===== src/rtl/fft_pkg.sv =====
// Shared state type and default sizing for the FFT frame controller.
package fft_pkg;

    localparam int FFT_LOG2N     = 5;
    localparam int FFT_STAGE_LAT = 2;
    localparam int FFT_N         = 1 << FFT_LOG2N;

    typedef enum logic [1:0] {
        IDLE  = 2'd0,
        RUN   = 2'd1,
        FLUSH = 2'd2
    } fft_state_e;

endpackage


===== src/rtl/fft_frame_ctrl_if.sv =====
// Sample handshake and per-stage control bundle between the frame controller
// and the butterfly pipeline it sequences.
interface fft_frame_ctrl_if #(
    parameter int LOG2N = fft_pkg::FFT_LOG2N
) ();

    logic                         in_valid;
    logic [LOG2N*LOG2N-1:0]       stage_idx;
    logic [LOG2N-1:0]             stage_en;
    logic [LOG2N*(LOG2N-1)-1:0]   tw_addr;
    logic                         out_valid;
    logic                         frame_start;
    logic                         frame_done;
    logic                         err_gap;
    logic                         busy;
    logic [7:0]                   frame_cnt;

    // Sample source side: drives in_valid, observes the controller.
    modport master (
        output in_valid,
        input  stage_idx, stage_en, tw_addr, out_valid,
        input  frame_start, frame_done, err_gap, busy, frame_cnt
    );

    // Controller side.
    modport slave (
        input  in_valid,
        output stage_idx, stage_en, tw_addr, out_valid,
        output frame_start, frame_done, err_gap, busy, frame_cnt
    );

endinterface


===== src/rtl/fft_ctrl_dly.sv =====
// Fixed-depth {valid, idx} shift register with a synchronous flush used to
// carry sample tags alongside the butterfly datapath.
module fft_ctrl_dly #(
    parameter int DEPTH = 2,
    parameter int W     = 5
) (
    input  logic         clk,
    input  logic         rstn,
    input  logic         clr_i,
    input  logic         vld_i,
    input  logic [W-1:0] idx_i,
    output logic         vld_o,
    output logic [W-1:0] idx_o
);

    logic [DEPTH-1:0] vld_q;
    logic [W-1:0]     idx_q [DEPTH];

    // Shift the tag one slot per cycle; a clear empties every slot at once.
    always_ff @(posedge clk or negedge rstn) begin
        if (!rstn) begin
            vld_q <= '0;
            for (int i = 0; i < DEPTH; i++) idx_q[i] <= '0;
        end else if (clr_i) begin
            vld_q <= '0;
            for (int i = 0; i < DEPTH; i++) idx_q[i] <= '0;
        end else begin
            vld_q[0] <= vld_i;
            idx_q[0] <= idx_i;
            for (int i = 1; i < DEPTH; i++) begin
                vld_q[i] <= vld_q[i-1];
                idx_q[i] <= idx_q[i-1];
            end
        end
    end

    assign vld_o = vld_q[DEPTH-1];
    assign idx_o = idx_q[DEPTH-1];

endmodule


===== src/rtl/fft_frame_ctrl.sv =====
// Frame sequencer for a pipelined radix-2 DIF FFT: numbers incoming samples,
// tracks frame boundaries and drains, and fans tagged indices out to every
// butterfly stage together with that stage's twiddle ROM address.
module fft_frame_ctrl
    import fft_pkg::*;
#(
    parameter int LOG2N     = FFT_LOG2N,
    parameter int STAGE_LAT = FFT_STAGE_LAT
) (
    input  logic            clk,
    input  logic            rstn,
    fft_frame_ctrl_if.slave bus
);

    localparam int N         = 1 << LOG2N;
    localparam int FLUSH_CYC = LOG2N * STAGE_LAT;
    localparam int FCW       = $clog2(FLUSH_CYC + 1);
    localparam int TWW       = LOG2N - 1;

    fft_state_e       state_q, state_d;
    logic [LOG2N-1:0] idx_q, idx_d;
    logic [FCW-1:0]   flush_q, flush_d;
    logic [7:0]       frame_cnt_q, frame_cnt_d;
    logic             start_c, gap_c, done_c;
    logic [LOG2N-1:0] acc_idx;
    logic [LOG2N-1:0] stg_vld;
    logic [LOG2N-1:0] stg_idx [LOG2N];
    logic             out_vld;
    logic [LOG2N-1:0] out_idx;

    // Sequencer state, input sample counter and drain timer.
    always_ff @(posedge clk or negedge rstn) begin
        if (!rstn) begin
            state_q <= IDLE;
            idx_q   <= '0;
            flush_q <= '0;
        end else begin
            state_q <= state_d;
            idx_q   <= idx_d;
            flush_q <= flush_d;
        end
    end

    // Next state: every in_valid is accepted; a drop mid-frame aborts, a drop
    // on a frame boundary drains the pipeline before returning to idle.
    always_comb begin
        state_d = state_q;
        idx_d   = idx_q;
        flush_d = flush_q;
        start_c = 1'b0;
        gap_c   = 1'b0;
        case (state_q)
            IDLE: begin
                if (bus.in_valid) begin
                    start_c = 1'b1;
                    idx_d   = LOG2N'(1);
                    state_d = RUN;
                end
            end
            RUN: begin
                if (bus.in_valid) begin
                    start_c = (idx_q == '0);
                    idx_d   = idx_q + 1'b1;
                end else if (idx_q != '0) begin
                    gap_c   = 1'b1;
                    idx_d   = '0;
                    state_d = IDLE;
                end else begin
                    flush_d = '0;
                    state_d = FLUSH;
                end
            end
            FLUSH: begin
                if (bus.in_valid) begin
                    start_c = 1'b1;
                    idx_d   = LOG2N'(1);
                    state_d = RUN;
                end else if (flush_q == FCW'(FLUSH_CYC - 1)) begin
                    state_d = IDLE;
                end else begin
                    flush_d = flush_q + 1'b1;
                end
            end
            default: state_d = IDLE;
        endcase
    end

    // Outside RUN the counter sits at 0, so the accepted index is idx_q;
    // idle slots carry index 0 so unqualified stage outputs stay quiet.
    assign acc_idx = bus.in_valid ? idx_q : '0;

    fft_ctrl_dly #(.DEPTH(1), .W(LOG2N)) u_stg0 (
        .clk   (clk),
        .rstn  (rstn),
        .clr_i (gap_c),
        .vld_i (bus.in_valid),
        .idx_i (acc_idx),
        .vld_o (stg_vld[0]),
        .idx_o (stg_idx[0])
    );

    for (genvar s = 1; s < LOG2N; s++) begin : g_stg
        fft_ctrl_dly #(.DEPTH(STAGE_LAT), .W(LOG2N)) u_stg (
            .clk   (clk),
            .rstn  (rstn),
            .clr_i (gap_c),
            .vld_i (stg_vld[s-1]),
            .idx_i (stg_idx[s-1]),
            .vld_o (stg_vld[s]),
            .idx_o (stg_idx[s])
        );
    end

    fft_ctrl_dly #(.DEPTH(STAGE_LAT), .W(LOG2N)) u_out (
        .clk   (clk),
        .rstn  (rstn),
        .clr_i (gap_c),
        .vld_i (stg_vld[LOG2N-1]),
        .idx_i (stg_idx[LOG2N-1]),
        .vld_o (out_vld),
        .idx_o (out_idx)
    );

    // DIF twiddle: keep the low (LOG2N-1-s) index bits, scale by 2^s.
    for (genvar s = 0; s < LOG2N; s++) begin : g_tw
        localparam logic [LOG2N-1:0] MASK = LOG2N'((1 << (TWW - s)) - 1);
        assign bus.stage_idx[s*LOG2N +: LOG2N] = stg_idx[s];
        assign bus.tw_addr[s*TWW +: TWW]       = TWW'(stg_idx[s] & MASK) << s;
    end

    // The visible count already includes a frame finishing this cycle.
    assign done_c      = out_vld && (out_idx == LOG2N'(N - 1));
    assign frame_cnt_d = frame_cnt_q + {7'd0, done_c};

    // Completed-frame counter, wrapping at 256.
    always_ff @(posedge clk or negedge rstn) begin
        if (!rstn) frame_cnt_q <= '0;
        else       frame_cnt_q <= frame_cnt_d;
    end

    // frame_start depends on in_valid directly, so it is held low in reset.
    assign bus.frame_start = start_c & rstn;
    assign bus.err_gap     = gap_c;
    assign bus.busy        = (state_q != IDLE);
    assign bus.stage_en    = stg_vld;
    assign bus.out_valid   = out_vld;
    assign bus.frame_done  = done_c;
    assign bus.frame_cnt   = frame_cnt_d;

endmodule

===== src/flat_wrapper.sv =====
// flat-port wrapper written by rule: the top's interface ports become plain ports
module fft_frame_ctrl_flat import fft_pkg::*;
#(
    parameter int LOG2N     = FFT_LOG2N,
    parameter int STAGE_LAT = FFT_STAGE_LAT
)
  (clk, rstn, bus_in_valid, bus_stage_idx, bus_stage_en, bus_tw_addr, bus_out_valid, bus_frame_start, bus_frame_done, bus_err_gap, bus_busy, bus_frame_cnt);
  fft_frame_ctrl_if #(.LOG2N(LOG2N)) bus_i ();
  input  logic clk;
  input  logic rstn;
  input wire logic [$bits(bus_i.in_valid)-1:0] bus_in_valid;
  output wire logic [$bits(bus_i.stage_idx)-1:0] bus_stage_idx;
  output wire logic [$bits(bus_i.stage_en)-1:0] bus_stage_en;
  output wire logic [$bits(bus_i.tw_addr)-1:0] bus_tw_addr;
  output wire logic [$bits(bus_i.out_valid)-1:0] bus_out_valid;
  output wire logic [$bits(bus_i.frame_start)-1:0] bus_frame_start;
  output wire logic [$bits(bus_i.frame_done)-1:0] bus_frame_done;
  output wire logic [$bits(bus_i.err_gap)-1:0] bus_err_gap;
  output wire logic [$bits(bus_i.busy)-1:0] bus_busy;
  output wire logic [$bits(bus_i.frame_cnt)-1:0] bus_frame_cnt;
  assign bus_i.in_valid = bus_in_valid;
  assign bus_stage_idx = bus_i.stage_idx;
  assign bus_stage_en = bus_i.stage_en;
  assign bus_tw_addr = bus_i.tw_addr;
  assign bus_out_valid = bus_i.out_valid;
  assign bus_frame_start = bus_i.frame_start;
  assign bus_frame_done = bus_i.frame_done;
  assign bus_err_gap = bus_i.err_gap;
  assign bus_busy = bus_i.busy;
  assign bus_frame_cnt = bus_i.frame_cnt;
  fft_frame_ctrl #(.LOG2N(LOG2N), .STAGE_LAT(STAGE_LAT)) u_core (.clk(clk), .rstn(rstn), .bus(bus_i));
endmodule

===== config.mk =====
export PLATFORM = sky130hd
export DESIGN_NAME = fft_frame_ctrl_flat
export DESIGN_NICKNAME = d
export VERILOG_FILES = /design/src/rtl/fft_pkg.sv /design/src/rtl/fft_frame_ctrl_if.sv /design/src/rtl/fft_ctrl_dly.sv /design/src/rtl/fft_frame_ctrl.sv /design/src/flat_wrapper.sv
export SDC_FILE = /design/constraint.sdc
export NUM_CORES = 1
export LEC_CHECK = 0
export CORE_MARGIN = 5
export CORE_UTILIZATION = 30
export CTS_CLUSTER_DIAMETER = 200
export CTS_CLUSTER_SIZE = 30
export DETAILED_ROUTE_END_ITERATION = 10
export GPL_TIMING_DRIVEN = 0
export SETUP_SLACK_MARGIN = 0.5
export SLEW_MARGIN = 40
export SYNTH_ARGS = -nofsm -noshare
export SYNTH_HDL_FRONTEND = slang
export SYNTH_SLANG_ARGS = --single-unit

===== constraint.sdc =====
create_clock -name clk -period 4 [get_ports clk]
set_input_delay 1.2 -clock clk [delete_from_list [all_inputs] [get_ports clk]]
set_output_delay 1.2 -clock clk [all_outputs]
set_load 0.01 [all_outputs]

; ---- Word level (Yosys, flattened, before mapping)
; Index checks and enable logic that the tools add are counted.
[totals]
reg_bits = 85
output_inout_bits = 63
elab_cells = 82
[classes]
add_sub_neg = 3
eq_ne = 12
muxes = 34
bitwise = 1
n_reduce_logical = 11
[op_table]
columns = operator, n
row1 = $mux 10, 5
row2 = $mux 5, 5
row3 = $mux 2, 10
row4 = $mux 4, 4
row5 = $ne 2x2->1 const B, 5
row6 = $pmux 5 s2, 1
row7 = $add 8x1->8, 1
row8 = $pmux 4 s2, 1
row9 = $mux 1, 6
row10 = $ne 3x2->1 const B, 2
row11 = $pmux 2 s3, 1
row12 = $reduce_and 3->1, 2
row13 = $reduce_bool 2->1, 3
row14 = $add 5x1->5 const B, 1
row15 = $eq 5x5->1 const B, 1
row16 = $logic_not 5->1, 1
row17 = $reduce_and 5->1, 1
row18 = $reduce_bool 5->1, 1
row19 = $add 4x1->4 const B, 1
row20 = $eq 4x4->1 const B, 1
row21 = $eq 2x1->1 const B, 1
row22 = $eq 2x2->1 const B, 1
row23 = $logic_not 2->1, 1
row24 = $ne 2x1->1 const B, 1
row25 = 4 further kinds, 4

; ---- Logic depth before layout (Yosys ltp)
[depth]
word_depth = 5
mapped_depth = 7
ltp_nobuf = 7

; ---- By module
; A second synthesis with hierarchy kept.
[hier_totals]
hier_cells = 287
area_unflattened_um2 = 3717.3
[by_module_without_submodules]
columns = mod, n_inst, cells_per_inst, area_each_um2, seq_area_each_um2
row1 = fft_ctrl_dly (u_core.g_stg[1].u_stg ...), 5, 30, 464.2, 300.3
row2 = fft_frame_ctrl, 1, 125, 1208.7, 475.5
row3 = fft_ctrl_dly (u_core.u_stg0), 1, 12, 187.7, 150.1

; ---- Least setup slack after synthesis
; No wires, ideal clock.
[synth_path]
kind = input to output
from = input port bus_in_valid
to = output port bus_err_gap
t_arrival_ps = 1882
slack_ps = 918
cell_stages = 4
path_buffers = 1
cell_sequence = clkinv_1 nand4_1 clkbuf_1 inv_1
[synth_between]
elab_chain_cells = 2
[synth_rtl]
columns = element, line
row1 = start: declaration, flat_wrapper.sv:11  ; input wire logic [$bits(bus_i.in_valid)-1:0] bus_in_valid;
row2 = $mux 1, fft_frame_ctrl.sv:61  ; if (bus.in_valid) begin
row3 = $mux 1, fft_frame_ctrl.sv:52  ; case (state_q)
row4 = end: declaration, flat_wrapper.sv:18  ; output wire logic [$bits(bus_i.err_gap)-1:0] bus_err_gap;
; No other way between the ends.

; ---- Final worst setup path
[layout_path]
from = register u_core.u_out.vld_q[1]
to = output port bus_frame_cnt[5]
[layout_between]
elab_chain_cells = 2
[layout_rtl]
columns = element, line
row1 = start: declaration, fft_ctrl_dly.sv:16  ; logic [DEPTH-1:0] vld_q;
row2 = start signal: indexed assignment, fft_ctrl_dly.sv:31  ; vld_q[i] <= vld_q[i-1];
row3 = $logic_and 1x1->1, fft_frame_ctrl.sv:132  ; assign done_c = out_vld && (out_idx == LOG2N'(N - 1));
row4 = $add 8x1->8, fft_frame_ctrl.sv:133  ; assign frame_cnt_d = frame_cnt_q + {7'd0, done_c};
row5 = end: declaration, flat_wrapper.sv:20  ; output wire logic [$bits(bus_i.frame_cnt)-1:0] bus_frame_cnt;
; No other way between the ends.

==> metrics.md <==
| Metric | Value |
|---|---|
| Status | finished, final reports clean |
| Compound-gate portion of the synthesized area | 4.49% |
| Initial Utilization | 30.2% |
| Mux contribution to synthesized area | 0.731% |
| Max incr delay on CP | 0.56 ns |
| Core Rows | 39 |
| TritonCTS clock tree | built |
| Root buf cell | clkbuf_16 |
| Global-route wire length before repair | roughly 9.9 mm |
| Pin count of the biggest net entering global routing | 43 |
| Vias/cell | approximately 4 |
| Crit. End Element | output port |
| Longest Clk Path Bufs | 2 |
| Clk_skew | 0.00531 ns |
| Tightest hold margin | 0.442 ns |
| Die width | around 120 um |
| Initial antenna violation count | 0 |
| # diodes | 0 |
| Leak Pwr | 2.37 nW |
| First-pass iteration count of the detailed router | 5 |
| Register area share after synthesis | about 62% |
| Combinational power share | between 20% and 30% |
| Antenna Nets Post-Route | 0 |
| End of the worst register-to-register path | u_core.g_stg[2].u_stg.vld_q[0] |
| Hold path depth | 1 |
| Core ar. | around 11000 sq um |
| Detailed-route wire length per cell | 11.8 um |
| Syn_area_per_cell | roughly 12 sq um |
| Area occupied by multi-input gates | ~940 sq um |
| Crit-path slowest cell | clkdlybuf4s50_1 |
| Peak VDD IR | around 320 uV |
| Syn Inst Count | 282 |
| Post-synthesis xor/xnor area fraction | 1.79% |
| Buffers on Ports | 55 |
| Flops & latches, synth | between 80 and 90 |
| Cell Area, Synth | 3420 sq um |
| Async set-or-reset flop fraction in the synthesized netlist | 100% |
| Cell Pwr Density | 548 nW/um^2 |
| Post-route worst setup slack | 0.676 ns |
| Post-synthesis cell type count | 32 |
| Ranking of synthesized cells by area | dfrtp_1 62%, and2_1 11%, buf_4 9.9%, ha_1 2.2%, o21ai_0 1.2% |
| Worst EP required | about 2.8 ns |
| Post-Synth Simple-Gate Area | 16.7% |
| Largest area contributor in the netlist | dfrtp_1 |
| Critical path arrival | 2.12 ns |
| Ports | 66 |
| Clock latency on the worst-skew pair | 0.32 ns |
| Clock sink count | 85 |
| CP Class | register to output port |
| Htree depth | 3 |
| Total congestion overflow | 0 |
| Max Fclk | 0.301 GHz |
| Vias | 2083 |
| Sw Ratio | 23.8% |
| Nets | 374 |
| Final Max Slew Viols | 0 |
| Hold Crit Class | register to register |
| Pre-CTS setup slack | -0.552 ns |
| Die area | 13700 sq um |
| Unrepaired setup endpoints after global routing | no |
| Hold Vio Cnt, Final | 0 |
| Die height | 117 um |
| Crit path depth | 7 |
| Syn-to-layout area delta | 37.1% |
| Yosys top cell area share | 62.1% |
| Detail Placement HPWL | roughly 4.2 mm |
| RR Startpoint | u_core.idx_q[1] |
| Total track usage | 9.27% |
| Period utilisation layout | between 80% and 90% |
| DRT iter0 DRCs | 60 |
| Crit-path cells | nand4_1 > nor2_2 > ha_1 > and3_1 > nand3_1 > xnor2_2 > clkdlybuf4s50_1 |
| Post-Route WL | between 6 and 7 mm |
| Post-CTS Hold Buffers | 0 |
| Bufs and invs on worst path | 1 |
| Largest family of logic cells by synthesized area | simple AND/OR/NAND/NOR gates |
| Reg2Reg Setup Slack | 1.80 ns |
| Seq pwr share | between 30% and 40% |
| Minimum clock period | 3.32 ns |
| Total Power | 2.57 mW |
| CP Launch Type | register |
| Pint | 1.96 mW |
| R2R depth | 8 |
| Fill cells | around 1100 |
| Post-synth EDFFs | 0 |
| Crit path max-delay family | buffers and inverters |
| YS warnings | 0 |
| Commonest non-fill, non-tap cell in the layout | dfrtp_1 |
| # DRC | 0 |
| Switching component of the power | 0.612 mW |
| Max cap viols | 0 |
| Clock power frac | approximately two fifths |
| CTS buffer count | 9 |
| Highest fanout seen on the critical path | 3 |
| Placer Congestion | around 0.8 |
| Post-synth top flop | dfrtp_1 |
| Vias in the first global route | 2049 |
| Clk slew on worst S/H paths | 0.06 ns |
| Launch point of the worst hold path | u_core.g_stg[4].u_stg.idx_q[9] |
| Setup Viol. Count Final | 0 |
| Most frequent cells in the layout | 85 x dfrtp_1, 62 x and2_1, 51 x buf_4 |
| FF/Latch Area | 2130 sq um |
| Layout cells sized above 1 | 22.2% |
| Adder-Cell Fraction of Synth Area | between 2 and 2.5% |
| Hold Path End | u_core.g_stg[4].u_stg.idx_o[4] |
## synth_stat cells (5+ instances only)
cell / count
dfrtp_1: 85
and2_1: 62
buf_4: 45
clkbuf_1: 10
nand2_1: 9
o21ai_0: 8
inv_1: 7
ha_1: 6
nand3_1: 6
nor2_1: 5
## power by group through the flow
stage               Combinational [mW]  Clock, mW  Sequential [mW]
finish                           0.539       1.01             1.02
global route                     0.594       1.08             1.04
CTS                              0.541       1.04             1.03
detailed placement               0.513          0             1.05
global placement                 0.498          0             1.04
floorplan                        0.300          0             1.03
## cell type report
class / instances / share of cell area [%]
Tap cell: 143 / 3.81
Multi-Input combinational cell: 143 / 19.9
Timing Repair Buffer: 63 / 14.1
Clock inverter: 6 / 2.85
Buffer: 55 / 8.29
Inverter: 8 / 0.666
Sequential cell: 85 / 45.3
Clock buffer: 10 / 5.09
## metal layers
metal	vias to the layer above	part of all wire [%]	GRT usage (%)
met4	0	0.38	3.59
met1	1015	44	11.8
met2	52	49	14.4
li1	1012	-	-
met5	-	0	0
met3	4	6.3	3.50
## cells by family (layout without fill, tap and decap cells)
family / count (synthesis) / count (layout)
and+or+nand+nor: 97 / 97
DFF: 85 / 85
buffers and inverters: 63 / 142
AOI/OAI and AO/OA: 21 / 21
xor gates and xnor gates: 7 / 7
adders and majority gates: 6 / 6
muxes: 2 / 2
other: 1 / 10
## sequential cells by signal (all words and copies together) (netlist names)
name	flops
u_core.frame_cnt_q	8
u_core.state_q	2
u_core.idx_q	5
u_core.g_stg.u_stg.vld_q	8
u_core.u_out.idx_q	5
u_core.u_out.idx_o	5
u_core.flush_q	4
u_core.u_stg0.vld_o	1
u_core.g_stg.u_stg.idx_q	20
u_core.u_out.vld_q	2
u_core.u_stg0.idx_o	5
u_core.g_stg.u_stg.idx_o	20
## per-stage QoR
stage / std cells / utilization, % / setup TNS, ns / cell area (sq um)
floorplan: 291 / - / 0 / 3460
global placement: 489 / 37.0 / -110.67 / 4190
detailed placement: 490 / 37.2 / -0.626 / 4220
CTS: 510 / 41.2 / 0 / 4660
global route: 513 / 41.5 / 0 / 4700
finish: 513 / 41.5 / 0 / 4700
## worst max-delay path by stage
stage,startpoint,endpoint,slack (ns)
finish,u_core.u_out.vld_q[1],bus_frame_cnt[5],0.68
global route,u_core.u_out.vld_q[1],bus_frame_cnt[5],0.50
CTS,bus_in_valid,bus_err_gap,0.35
detailed placement,bus_in_valid,bus_err_gap,-0.55
global placement,rstn,bus_frame_start,-2.64
floorplan,bus_in_valid,bus_err_gap,0.92
## worst register-to-register path, delay by kind of cell, from the launching register on
family                   cells  cell delay [ns]
flip-flops                   1             0.41
buffers and inverters        4             0.69
adder cells (fa/ha/maj)      1             0.15
AND/OR/NAND/NOR              3             0.88
## timing repair
item / 4_1_cts / 5_1_grt
gates cloned: 1 / 0
gates resized for setup: 15 / 5
setup endpoints to repair: 5 / 4
hold endpoints to repair: 0 / 0
pin swaps: 1 / 0
setup buffers: 3 / 3
(Power assumes the default switching activity.)
